## config.mk

```make
export PLATFORM = sky130hd
export DESIGN_NAME = calc_seq
export DESIGN_NICKNAME = d
export VERILOG_FILES = /design/src/rtl/calc_seq.sv
export SDC_FILE = /design/constraint.sdc
export NUM_CORES = 1
export LEC_CHECK = 0
export ABC_CLOCK_PERIOD_IN_PS = 1900
export CORE_MARGIN = 1.5
export CORE_UTILIZATION = 25
export DETAILED_ROUTE_END_ITERATION = 7
export GPL_ROUTABILITY_DRIVEN = 0
export HOLD_SLACK_MARGIN = 0.03
export RECOVER_POWER = 25
export SYNTH_ARGS = -nofsm -noshare
export SYNTH_HDL_FRONTEND = slang
export SYNTH_SLANG_ARGS = --single-unit
```

## constraint.sdc

```tcl
create_clock -name clk -period 1.9 [get_ports clk]
set_clock_uncertainty 0.1 [all_clocks]
set_input_delay 0.285 -clock clk [delete_from_list [all_inputs] [get_ports clk]]
set_output_delay 0.285 -clock clk [all_outputs]
set_load 0.005 [all_outputs]
```

## src/rtl/calc_seq.sv

```systemverilog
// calc_seq: sequencer for an external combinational calculator with accumulator.
// Optional saturation of overflowed results when CALC_SEQ_SAT_EN is defined.
module calc_seq #(
    parameter int W = 16
) (
    input  logic         clk,
    input  logic         rst,
    input  logic         in_valid,
    output logic         in_ready,
    input  logic [2:0]   in_op,
    input  logic [W-1:0] in_a,
    input  logic [W-1:0] in_b,
    input  logic         in_use_acc,
    input  logic         in_acc_wr,
    output logic         out_valid,
    input  logic         out_ready,
    output logic [W-1:0] out_r,
    output logic         out_ovf,
    output logic [2:0]   calc_op,
    output logic [W-1:0] calc_a,
    output logic [W-1:0] calc_b,
    input  logic [W-1:0] calc_r,
    input  logic         calc_ovf,
    output logic [W-1:0] acc,
    output logic         sticky_ovf,
    input  logic         clr_sticky
);

    typedef enum logic [1:0] {
        IDLE,
        EXEC,
        RESP
    } state_e;

    state_e       state_q, state_d;
    logic [2:0]   op_q, op_d;
    logic [W-1:0] a_q, a_d;
    logic [W-1:0] b_q, b_d;
    logic         acc_wr_q, acc_wr_d;
    logic [W-1:0] out_r_q, out_r_d;
    logic         out_ovf_q, out_ovf_d;
    logic [W-1:0] acc_q, acc_d;
    logic         sticky_q, sticky_d;
    logic         sticky_set;
    logic [W-1:0] res;

`ifdef CALC_SEQ_SAT_EN
    // Wrapped sign bit set means the true result overflowed upward.
    always_comb begin
        res = calc_r;
        if (calc_ovf) begin
            res = calc_r[W-1] ? {1'b0, {(W-1){1'b1}}}
                              : {1'b1, {(W-1){1'b0}}};
        end
    end
`else
    assign res = calc_r;
`endif

    assign in_ready   = (state_q == IDLE) && !rst;
    assign out_valid  = (state_q == RESP) && !rst;
    assign out_r      = out_r_q;
    assign out_ovf    = out_ovf_q;
    assign calc_op    = op_q;
    assign calc_a     = a_q;
    assign calc_b     = b_q;
    assign acc        = acc_q;
    assign sticky_ovf = sticky_q;

    always_comb begin
        state_d    = state_q;
        op_d       = op_q;
        a_d        = a_q;
        b_d        = b_q;
        acc_wr_d   = acc_wr_q;
        out_r_d    = out_r_q;
        out_ovf_d  = out_ovf_q;
        acc_d      = acc_q;
        sticky_set = 1'b0;
        case (state_q)
            IDLE: begin
                if (in_valid) begin
                    op_d     = in_op;
                    a_d      = in_use_acc ? acc_q : in_a;
                    b_d      = in_b;
                    acc_wr_d = in_acc_wr;
                    state_d  = EXEC;
                end
            end
            EXEC: begin
                out_r_d    = res;
                out_ovf_d  = calc_ovf;
                sticky_set = calc_ovf;
                if (acc_wr_q) begin
                    acc_d = res;
                end
                state_d = RESP;
            end
            RESP: begin
                if (out_ready) begin
                    state_d = IDLE;
                end
            end
            default: state_d = IDLE;
        endcase
        // Setting wins over a coincident clear.
        sticky_d = (sticky_q & ~clr_sticky) | sticky_set;
    end

    always_ff @(posedge clk) begin
        if (rst) begin
            state_q   <= IDLE;
            op_q      <= '0;
            a_q       <= '0;
            b_q       <= '0;
            acc_wr_q  <= 1'b0;
            out_r_q   <= '0;
            out_ovf_q <= 1'b0;
            acc_q     <= '0;
            sticky_q  <= 1'b0;
        end else begin
            state_q   <= state_d;
            op_q      <= op_d;
            a_q       <= a_d;
            b_q       <= b_d;
            acc_wr_q  <= acc_wr_d;
            out_r_q   <= out_r_d;
            out_ovf_q <= out_ovf_d;
            acc_q     <= acc_d;
            sticky_q  <= sticky_d;
        end
    end

endmodule

```

Word-level counts from Yosys, hierarchy flattened
Cells that the tools add are included.
Storage, ports and cells
  input port bits: 59
  word-level logic and storage cells: 28
  flip-flop bits (word level): 72
  output and inout port bits: 71
Operators by class
  reduce and logical (&&, ||, !) cells: 7
  bitwise gates (word level): 3
  muxes and demuxes: 5
  equal/unequal tests: 4
Operator list (number)
  16-bit 2-to-1 mux: 1
  2-bit one-hot mux with 3 select lines: 1
  2-bit AND reduction: 3
  2-bit 2-to-1 mux: 2
  2-bit inequality test (second input constant): 2
  2-bit by 1-bit == test with 1-bit output (second input constant): 1
  2-bit == test (second input constant): 1
  1-bit logical AND: 2
  2-bit logical NOT: 1
  1-bit AND: 1
  1-bit logical NOT: 1
  1-bit 2-to-1 mux: 1
  1-bit NOT: 1
  1-bit OR: 1

Longest topological paths before layout
  depth after elaboration: 3
  mapped depth: 6
  depth with buffers taken out: 3

Least setup slack after synthesis
No wires, ideal clock.
  path kind: register -> register
  from: register state_q[1]
  to: register acc_wr_q
  setup time: 0.140 ns
  data arrival time: 1.152 ns
  path buffers: 2
  cell stages (with the launch flop): 6
  setup slack: 0.508 ns
  clock period less this slack: 1.392 ns
  data required time: 1.660 ns
  cells stage by stage: dfxtp_1 buf_6 or3b_2 buf_2 nand2_1 a21oi_1
Between the ends
  word-level cells in the longest chain between the ends: 2
RTL lines
  start, declared: RTL line 35  | state_e state_q, state_d;
  start signal, assigned: RTL line 122  | state_q <= state_d;
  2-bit logical NOT: RTL line 80  | case (state_q)
  2-bit AND reduction (no line)
  end signal, assigned: RTL line 126  | acc_wr_q <= acc_wr_d;
  end, declared: RTL line 39  | logic acc_wr_q, acc_wr_d;
Every way passes these cells.
A chain may end at the register's enable or synchronous reset.

Final worst setup path
  from: register acc_q[4], in the netlist acc[4]
  to: output port acc[4]
RTL lines
  start, declared: RTL line 42  | logic [W-1:0] acc_q, acc_d;
  start signal, assigned: RTL line 119  | acc_q <= '0;
  start signal, assigned: RTL line 129  | acc_q <= acc_d;
  end, declared: RTL line 24  | output logic [W-1:0] acc,
No word-level cell between the ends.

==> flow_summary_export.csv <==
group,metric,value,unit
status,outcome,"completed",
routing,wl,8210,µm
routing,wire_per_inst,14.0,µm
cells_and_area,seq_area,0.00145,mm²
timing,maxSlewHeadroom,48.3,%
worst_setup_path,crit_fanout,3,
pwr,clockPowerShare,33.6,%
grt,grt_pass1_wl,12500,µm
routing,drt_drc_violations_left,0,
worst_setup_path,slowest_stage,"clkdlybuf4s50_1",
pwr,p_int,2.49,mW
clocking,cts.clk_slew.worst_paths,0.07,ns
worst_setup_path,cp_top_family,"buffers and inverters",
pwr,power.static_leakage,1.59,nW
worst_setup_path,crit_end,"acc[4]",
clocking,root_buffer,"clkbuf_8",
timing,post-route-min-period,1.71,ns
yosys,netlist_area,0.00277,mm²
floorplan,initial_utilization,25.6,%
grt,grt-ovfl-total,0,
worst_setup_path,start_kind,"flip-flop",
placement,dpl_worst_slack,-0.0282,ns
yosys,syn_avg_cell_area,8.71,µm²
floorplan,die_w,108,µm
yosys,synth.yosys.seq_area_share,52.0,%
worst_setup_path,r2r_end,"calc_b[12]",
grt,grt_antenna_before_repair,0,
pwr,seqPwrFrac,49.4,%
worst_setup_path,rrSetupSlack,0.31,ns
cells_and_area,antennaDiodeCount,0,
yosys,ys_warn_count,0,
floorplan,ios,130,
floorplan,core-area,0.0108,mm²
floorplan,die_h,108,µm
routing,drt.antenna.violating_nets,0,
timing,hold_violations,0,
cells_and_area,area_growth,57.7,%
job,max_cap_violations,0,
placement,placed_area,0.00416,mm²
cells_and_area,multi_input_comb_area,0.00119,mm²
pwr,ir_drop,0.000285,V
routing,num_vias,2577,
clocking,cts_tree,"done",
timing,setup_violations,0,
worst_setup_path,slowest_delay,0.56,ns
clocking,holdBufCountCts,0,
worst_setup_path,r2r_cells,3,
cells_and_area,layout_commonest_cell,"clkdlybuf4s50_1",
timing,whs,0.162,ns
clocking,cts_inserted_buffers,9,
worst_setup_path,cp_num_cells,1,
yosys,synth_cell_type_count,22,
cells_and_area,nets,501,
floorplan,dieArea,0.0117,mm²
worst_setup_path,arrival,1.32,ns
timing,tightest_slew,0.776,ns
routing,detail_route.first_pass.iterations,4,
timing,rsz0062_at_grt,"false",
cells_and_area,fill_cells,1117,
routing,drt-initial-drc-count,74,
clocking,htree_levels,3,
routing,via_per_inst,4.41,
clocking,worstSkewPairLatency,0.35,ns
timing,setup_ws,0.195,ns
grt,track_usage,14.4,%
placement,hpwl,5860,µm
yosys,syn_inst,318,
worst_setup_path,r2r-start,"state_q[0]",
cells_and_area,final_cell_mix,"clkdlybuf4s50_1 (126), nand2_1 (106), dfxtp_1 (71), a21oi_1 (55)",
timing,period_share,89.7,%
pwr,switching_share,24.9,%
pwr,power_switching,827,µW
worst_setup_path,crit_path_start,"acc[4]",
pwr,p_comb_share,17.1,%
clocking,cts_sinks,72,
timing,fmax,0.586,GHz
worst_setup_path,path_cells,"clkdlybuf4s50_1",
hold_path,min_path_type,"primary input to flip-flop",
cells_and_area,drive_above_1_share,9.66,%
grt,grt_pass1_vias,2442,
cells_and_area,stdcell_area,0.00437,mm²
worst_setup_path,path_class,"flip-flop to output pin",
timing,maxSlewViolCount,0,
pwr,p_per_area,760,mW/mm²
placement,numPortBuffers,129,
yosys,ys_ff_latch,72,
grt,grt_max_degree,65,
worst_setup_path,cp.required,1.51,ns
yosys,synthesis.nets,377,
cells_and_area,final_core_util,40.3,%
worst_setup_path,cp.buffers_inverters,1,
clocking,clockBufferDepth,2,
floorplan,rows,38,
worst_setup_path,worstSetupEndpointType,"output pin",
## synthesized netlist by cell type
| cell | instances | share of area (%) |
|---|---|---|
| nand2_1 | 106 | 14 |
| dfxtp_1 | 72 | 52 |
| a21oi_1 | 55 | 9.9 |
| mux2i_1 | 16 | 5.8 |
| nor2_1 | 16 | 2.2 |
| a211oi_2 | 14 | 6.3 |
| buf_2 | 9 | 1.6 |
| clkbuf_1 | 6 | 0.81 |
| buf_4 | 4 | 1.1 |
| buf_6 | 4 | 1.6 |
| a211oi_1 | 2 | 0.54 |
| buf_1 | 2 | 0.27 |
| nand2b_1 | 2 | 0.45 |
| or3b_2 | 2 | 0.63 |
| and2_1 | 1 | 0.23 |
| and3b_1 | 1 | 0.32 |
| clkbuf_2 | 1 | 0.18 |
| nand3b_1 | 1 | 0.27 |
| nor2b_1 | 1 | 0.23 |
| nor3_1 | 1 | 0.18 |
| nor3b_1 | 1 | 0.27 |
| nor3b_4 | 1 | 0.68 |
## layer usage
metal	GRT usage, %	up-vias	wire [µm]
met1	17.5	1179	3620
li1	-	1302	-
met4	8.83	0	318
met2	22.7	75	3860
met3	3.74	21	407
met5	0	-	0
## stage by stage
stage	instances	total power, mW	setup TNS [ns]
2_1_floorplan	318	1.91	0
3_3_place_gp	569	2.23	0
3_5_place_dp	569	2.24	-0.182
4_1_cts	583	3.38	0
5_1_grt	585	3.51	0
6_report	585	3.32	0
## cells by family (layout without fill, tap and decap cells)
logic type | after synthesis | in the layout | share of synthesized area [%]
AO/OA/AOI/OAI | 71 | 71 | 16.8
buffers and inverters | 26 | 153 | 5.60
flip-flops | 72 | 72 | 52.0
multiplexers | 16 | 16 | 5.78
AND/OR/NAND/NOR | 133 | 133 | 19.8
## worst min path at each step
stage               from          to  slack, ns  depth (start not counted)
2_1_floorplan   in_valid  state_q[0]       0.31                          1
3_3_place_gp   calc_b[0]   calc_b[0]       0.34                          2
3_5_place_dp    out_r[4]    out_r[4]       0.35                          2
4_1_cts              rst  calc_op[2]       0.13                          2
5_1_grt              rst   calc_b[4]       0.15                          2
6_report             rst   calc_b[0]       0.16                          2
## worst reg2reg max path, cell delays in order (launching register included)
cell and delay (ns):
dfxtp_1 0.44, or3b_2 0.70, nand2_1 0.14, a21oi_1 0.07
## power groups by stage
| stage | Combinational (mW) | Clock [mW] | Sequential [mW] |
|---|---|---|---|
| finish | 0.566 | 1.12 | 1.64 |
| global route | 0.616 | 1.25 | 1.65 |
| CTS | 0.571 | 1.16 | 1.64 |
| detailed placement | 0.567 | 0 | 1.68 |
| global placement | 0.560 | 0 | 1.67 |
| floorplan | 0.241 | 0 | 1.67 |
## area by class of cell
| cell class | count | area share [%] |
|---|---|---|
| well taps | 140 | 4.01 |
| multi-input cells | 220 | 27.2 |
| flip-flops and latches | 72 | 33.1 |
| clock buffers | 14 | 3.95 |
| repair buffers | 139 | 31.7 |
## flip-flops by register name (all words and copies together), names as in the netlist
| signal | flops |
|---|---|
| calc_op | 3 |
| calc_b | 16 |
| state_q | 2 |
| acc_wr_q | 1 |
| out_r | 16 |
| acc | 16 |
| calc_a | 16 |
| sticky_ovf | 1 |
| out_ovf | 1 |
## what timing repair did
item | in CTS | in global routing
setup buffers | 0 | 2
cloned | 0 | 0
setup endpoints to repair | 2 | 2
resized for setup | 5 | 4
Power figures use the tool's default switching activity.
